### src/rtl/tcdm_wr_unit_ipa.sv
// Two-lane TCDM write unit: pops 8-byte beats from per-lane rx buffers and writes them to TCDM.
// Optional build macro TCDM_WR_SKIP_EMPTY_EN: lanes whose popped strobe is all-zero skip the TCDM write.

module tcdm_wr_lane (
  input  logic        clk_i,
  input  logic        rst_ni,
  input  logic        busy_i,
  input  logic        restart_i,
  input  logic        pop_gnt_i,
  input  logic [31:0] pop_dat_i,
  input  logic [3:0]  pop_strb_i,
  input  logic        tcdm_gnt_i,
  output logic        pop_req_o,
  output logic        tcdm_req_o,
  output logic [3:0]  be_o,
  output logic [31:0] wdata_o,
  output logic        done_nxt_o
);
  typedef enum logic [1:0] {L_WAIT_POP, L_WRITE, L_DONE} lane_e;

`ifdef TCDM_WR_SKIP_EMPTY_EN
  localparam logic SKIP_EMPTY = 1'b1;
`else
  localparam logic SKIP_EMPTY = 1'b0;
`endif

  lane_e       st_q, st_d, adv;
  logic [31:0] dat_q, dat_d;
  logic [3:0]  strb_q, strb_d;

  always_comb begin
    adv    = st_q;
    dat_d  = dat_q;
    strb_d = strb_q;
    case (st_q)
      L_WAIT_POP: if (busy_i && pop_gnt_i) begin
        dat_d  = pop_dat_i;
        strb_d = pop_strb_i;
        adv    = (SKIP_EMPTY && (pop_strb_i == 4'b0000)) ? L_DONE : L_WRITE;
      end
      L_WRITE: if (tcdm_gnt_i) adv = L_DONE;
      default: ;
    endcase
    // done_nxt_o looks at the un-restarted transition so the beat barrier costs no cycle
    st_d = (!busy_i || restart_i) ? L_WAIT_POP : adv;
  end

  always_ff @(posedge clk_i) begin
    if (!rst_ni) begin
      st_q   <= L_WAIT_POP;
      dat_q  <= '0;
      strb_q <= '0;
    end else begin
      st_q   <= st_d;
      dat_q  <= dat_d;
      strb_q <= strb_d;
    end
  end

  assign done_nxt_o = (adv == L_DONE);
  assign pop_req_o  = busy_i && (st_q == L_WAIT_POP);
  assign tcdm_req_o = busy_i && (st_q == L_WRITE);
  assign be_o       = tcdm_req_o ? strb_q : 4'b0000;
  assign wdata_o    = tcdm_req_o ? dat_q : 32'h0;
endmodule

module tcdm_wr_unit_ipa #(
  parameter int MCHAN_LEN_WIDTH = 15,
  parameter int TCDM_ADD_WIDTH  = 32
) (
  input  logic                           clk_i,
  input  logic                           rst_ni,
  input  logic                           cmd_req_i,
  output logic                           cmd_gnt_o,
  input  logic [TCDM_ADD_WIDTH-1:0]      cmd_add_i,
  input  logic [MCHAN_LEN_WIDTH-1:0]     cmd_len_i,
  input  logic [1:0][31:0]               data_pop_dat_i,
  input  logic [1:0][3:0]                data_pop_strb_i,
  output logic [1:0]                     data_pop_req_o,
  input  logic [1:0]                     data_pop_gnt_i,
  output logic [1:0]                     tcdm_req_o,
  input  logic [1:0]                     tcdm_gnt_i,
  output logic [1:0][TCDM_ADD_WIDTH-1:0] tcdm_add_o,
  output logic [1:0]                     tcdm_we_o,
  output logic [1:0][3:0]                tcdm_be_o,
  output logic [1:0][31:0]               tcdm_wdata_o,
  output logic                           done_o
);
  localparam int NUM_LANES = 2;
  localparam logic [MCHAN_LEN_WIDTH:0] ONE      = 1;
  localparam logic [TCDM_ADD_WIDTH-1:0] BEAT_ADD = TCDM_ADD_WIDTH'(8);

  typedef enum logic {S_IDLE, S_BUSY} state_e;

  state_e                    state_q, state_d;
  logic [TCDM_ADD_WIDTH-1:0] base_q, base_d;
  logic [MCHAN_LEN_WIDTH:0]  beats_q, beats_d;
  logic                      done_q, done_d;
  logic                      busy, restart;
  logic [NUM_LANES-1:0]      lane_done_nxt;

  assign busy    = (state_q == S_BUSY);
  assign restart = busy && (&lane_done_nxt);

  always_comb begin
    state_d = state_q;
    base_d  = base_q;
    beats_d = beats_q;
    done_d  = 1'b0;
    case (state_q)
      S_IDLE: if (cmd_req_i && cmd_gnt_o) begin
        base_d  = {cmd_add_i[TCDM_ADD_WIDTH-1:3], 3'b000};
        beats_d = (({{(MCHAN_LEN_WIDTH-2){1'b0}}, cmd_add_i[2:0]} + {1'b0, cmd_len_i}) >> 3) + ONE;
        state_d = S_BUSY;
      end
      default: if (restart) begin
        base_d  = base_q + BEAT_ADD;
        beats_d = beats_q - ONE;
        if (beats_q == ONE) begin
          state_d = S_IDLE;
          done_d  = 1'b1;
        end
      end
    endcase
  end

  always_ff @(posedge clk_i) begin
    if (!rst_ni) begin
      state_q <= S_IDLE;
      base_q  <= '0;
      beats_q <= '0;
      done_q  <= 1'b0;
    end else begin
      state_q <= state_d;
      base_q  <= base_d;
      beats_q <= beats_d;
      done_q  <= done_d;
    end
  end

  // the done cycle is already IDLE but must not accept a new command
  assign cmd_gnt_o = (state_q == S_IDLE) && !done_q;
  assign done_o    = done_q;
  assign tcdm_we_o = tcdm_req_o;

  for (genvar i = 0; i < NUM_LANES; i++) begin : g_lane
    tcdm_wr_lane u_lane (
      .clk_i      (clk_i),
      .rst_ni     (rst_ni),
      .busy_i     (busy),
      .restart_i  (restart),
      .pop_gnt_i  (data_pop_gnt_i[i]),
      .pop_dat_i  (data_pop_dat_i[i]),
      .pop_strb_i (data_pop_strb_i[i]),
      .tcdm_gnt_i (tcdm_gnt_i[i]),
      .pop_req_o  (data_pop_req_o[i]),
      .tcdm_req_o (tcdm_req_o[i]),
      .be_o       (tcdm_be_o[i]),
      .wdata_o    (tcdm_wdata_o[i]),
      .done_nxt_o (lane_done_nxt[i])
    );
    assign tcdm_add_o[i] = tcdm_req_o[i] ? (base_q + TCDM_ADD_WIDTH'(4 * i)) : '0;
  end
endmodule

### config.mk
export PLATFORM = sky130hd
export DESIGN_NAME = tcdm_wr_unit_ipa
export DESIGN_NICKNAME = d
export VERILOG_FILES = /design/src/rtl/tcdm_wr_unit_ipa.sv
export SDC_FILE = /design/constraint.sdc
export NUM_CORES = 1
export LEC_CHECK = 0
export CORE_MARGIN = 4
export CORE_UTILIZATION = 49
export CTS_BUF_LIST = sky130_fd_sc_hd__clkbuf_8
export DETAILED_ROUTE_END_ITERATION = 10
export GPL_ROUTABILITY_DRIVEN = 0
export HOLD_SLACK_MARGIN = 0.02
export PLACE_DENSITY_LB_ADDON = 0.2
export SETUP_SLACK_MARGIN = 0.02
export SYNTH_ARGS = -nofsm -noshare
export SYNTH_HDL_FRONTEND = slang
export SYNTH_SLANG_ARGS = --single-unit
### constraint.sdc
create_clock -name clk_i -period 5.4 [get_ports clk_i]
set_clock_uncertainty 0.2 [all_clocks]
set_input_delay 1.08 -clock clk_i [delete_from_list [all_inputs] [get_ports clk_i]]
set_output_delay 1.08 -clock clk_i [all_outputs]
set_load 0.05 [all_outputs]
==> results.sh <==
export IMPL_drtPass1Iterations=5
export IMPL_async_flop_share_pct=0
export IMPL_placed_area_mm2=0.00956
export IMPL_area_delta_synth_final_pct=42.0
export IMPL_regToRegSetupSlack_ps=2010
export IMPL_fin_area_mm2=0.0100
export IMPL_required_ps=4120
export IMPL_fill_cells=1210
export IMPL_cap_violations=0
export IMPL_port_buffer_count=264
export IMPL_dp_cells=1304
export IMPL_synth_seq_area_share_pct=35.0
export IMPL_htreeDepth=4
export IMPL_tightestPinTransition_ps=1040
export IMPL_r2r_start="busy$_SDFF_PN0_"
export IMPL_yosysMostFrequentCell="nand2_1"
export IMPL_endpoint_kind="output pin"
export IMPL_fin_cells=1336
export IMPL_hold_viol_final=0
export IMPL_diodes=0
export IMPL_hold_class="reg2reg"
export IMPL_vias=7226
export IMPL_die_w_um=128
export IMPL_cts_sinks=123
export IMPL_cellLeakagePower_nw=3.60
export IMPL_drive_above_1_share_pct=6.49
export IMPL_wl_per_cell_um=15.9
export IMPL_hold_buffers=0
export IMPL_finalCriticalPeriod_ps=4150
export IMPL_start_kind="flip-flop"
export IMPL_drt_iter0_drc=568
export IMPL_overflow=0
export IMPL_r2r_end="beats_q[7]$_SDFFE_PN0P_"
export IMPL_crit_arrival_ps=2870
export IMPL_r2r_cells=6
export IMPL_die_area_mm2=0.0164
export IMPL_cts_tree="done"
export IMPL_totalPowerFinal_mw=2.31
export IMPL_track_usage_pct=25.2
export IMPL_cts_root_buffer="clkbuf_8"
export IMPL_holdPathEnd="g_lane[0].u_lane.dat_q[15]$_SDFFE_PN0P_"
export IMPL_dieHeight_um=128
export IMPL_avgViaCountPerCell=5.41
export IMPL_synth_cell_types=75
export IMPL_ys_flop_type="dfxtp_1"
export IMPL_holdCritStartpoint="g_lane[0].u_lane.dat_q[15]$_SDFFE_PN0P_"
export IMPL_crit_path_max_fanout=67
export IMPL_rsz0062_at_grt="false"
export IMPL_clkLatencyLatePin_ps=440
export IMPL_p_per_area_mw_per_mm2=231
export IMPL_yosysTopAreaCell="dfxtp_1"
export IMPL_synth_seq_cells=123
export IMPL_grt_pass1_vias=6677
export IMPL_synth_edf_count=0
export IMPL_wl_um=21200
export IMPL_detailed_place_hpwl_um=14800
export IMPL_worstSetupPathType="reg2out"
export IMPL_outcome="completed"
export IMPL_num_io_pins=270
export IMPL_clock_path_buffers=2
export IMPL_syn_area_per_cell_um2=7.58
export IMPL_fin_crit_sh_pct=76.9
export IMPL_max_freq_ghz=0.241
export IMPL_max_vdd_ir_drop_v=0.000196
export IMPL_start_util_pct=50.3
export IMPL_clk_pin_slew_ps=80
export IMPL_synth_top_area_share_pct=35.0
export IMPL_holdPathStages=2
export IMPL_core_area_mm2=0.0140
export IMPL_synthTopCellsByCount="180 x nand2_1, 134 x and2_1, 123 x dfxtp_1"
export IMPL_synth_area_top_cells="dfxtp_1 35%, and2_1 12%, nand2_1 9.6%, a21oi_1 7.7%, clkbuf_1 2.4%"
export IMPL_drv_slew=0
export IMPL_grt_max_degree=92
export IMPL_antenna_left=0
export IMPL_num_rows=43
export IMPL_setup_tns_ps=0
export IMPL_post_cts_buffers=0
export IMPL_timing_slew_headroom_pct=30.9
export IMPL_grt_pass1_wl_um=33800
export IMPL_yosys_warnings=0
export IMPL_netlist_area_mm2=0.00704
export IMPL_finalSetupViolations=0
export IMPL_drc=0
export IMPL_final_nets=1275
export IMPL_cts_made_buffers=17
export IMPL_cts_resized=0
export IMPL_grt_antenna_before_repair=0
export IMPL_postSynthCellCount=929
## sequential cells by signal, summed over array words and instances (netlist names)
name                  count
g_lane.u_lane.strb_q      8
busy                      1
g_lane.u_lane.dat_q      64
done_o                    1
beats_q                  16
g_lane.u_lane.st_q        4
base_q                   29
## per-stage QoR
| stage | hold slack [ps] | worst slack (ps) | util [%] |
|---|---|---|---|
| after floorplan | 232 | 2090 | - |
| after global placement | 237 | 1340 | 68.3 |
| after detailed placement | 243 | 1260 | 68.3 |
| after CTS | 253 | 1170 | 71.5 |
| after global routing | 263 | 1060 | 71.5 |
| final | 250 | 1250 | 71.5 |
## where the power goes
part	total, mW	switching, mW	internal, mW
clock	0.908	0.390	0.517
combinational	0.391	0.207	0.184
sequential	1.01	0.0518	0.957
## worst max-delay path by stage
stage,depth (start not counted),start,to
2_1_floorplan,11,cmd_add_i[2],beats_q[10]$_SDFFE_PN0P_
3_3_place_gp,6,tcdm_gnt_i[1],beats_q[7]$_SDFFE_PN0P_
3_5_place_dp,6,tcdm_gnt_i[1],beats_q[7]$_SDFFE_PN0P_
4_1_cts,5,busy$_SDFF_PN0_,tcdm_add_o[28]
5_1_grt,5,busy$_SDFF_PN0_,tcdm_wdata_o[28]
6_report,5,busy$_SDFF_PN0_,tcdm_add_o[14]
## routing by layer
layer | global-route usage, % | up-vias | part of all wire [%]
li1 | - | 3613 | -
met1 | 32.7 | 3322 | 43
met2 | 41.3 | 254 | 48
met3 | 5.42 | 37 | 6.1
met4 | 9.43 | 0 | 2.7
met5 | 0 | - | 0
## worst max-delay path, cell delays in order (launching register included)
cell and delay (ps):
dfxtp_2 330, inv_2 300, nor3b_2 270, buf_4 460
and2_2 230, clkdlybuf4s50_1 790
## final cells by class
cell class / instances / area [um2] / area share (%)
clock inverter: 14 / 195 / 1.95
multi-input combinational: 713 / 4100 / 41.0
clock buffer: 18 / 248 / 2.48
sequential: 123 / 2460 / 24.6
inverter: 14 / 52.6 / 0.526
timing repair buffer: 274 / 2720 / 27.2
tap: 180 / 225 / 2.25
## cell families after synthesis
group / after synthesis / share of synthesized area, %
AO/OA/AOI/OAI: 223 / 19.8
AND/OR/NAND/NOR: 463 / 34.9
XOR/XNOR: 13 / 1.62
multiplexers: 3 / 0.427
buffers and inverters: 97 / 7.18
adder cells (fa/ha/maj): 6 / 1.07
flip-flops: 123 / 35.0
other: 1 / 0.0533
## placed cells by master, fill, tap and decap left out, types with 4 or more instances in the layout
cell type          n
nand4_1           13
xor2_1             7
o21a_1             6
inv_1             12
bufinv_16          4
ha_1               6
and2_1           134
a211oi_1          10
and3_1             7
nor2b_1           10
nor4_1             5
conb_1             5
o2111ai_1          7
clkbuf_8          18
buf_4             10
o221a_2            6
nor2_1            35
o21ai_0           32
clkdlybuf4s50_1  264
xnor2_1            6
clkinv_4           5
a21oi_1          108
nand2_1          180
nor3_1            16
o211ai_1           5
a31oi_1           11
dfxtp_1          122
o31a_1             5
nand3_1           23
Note: power is estimated with default switching activity, not from simulation.
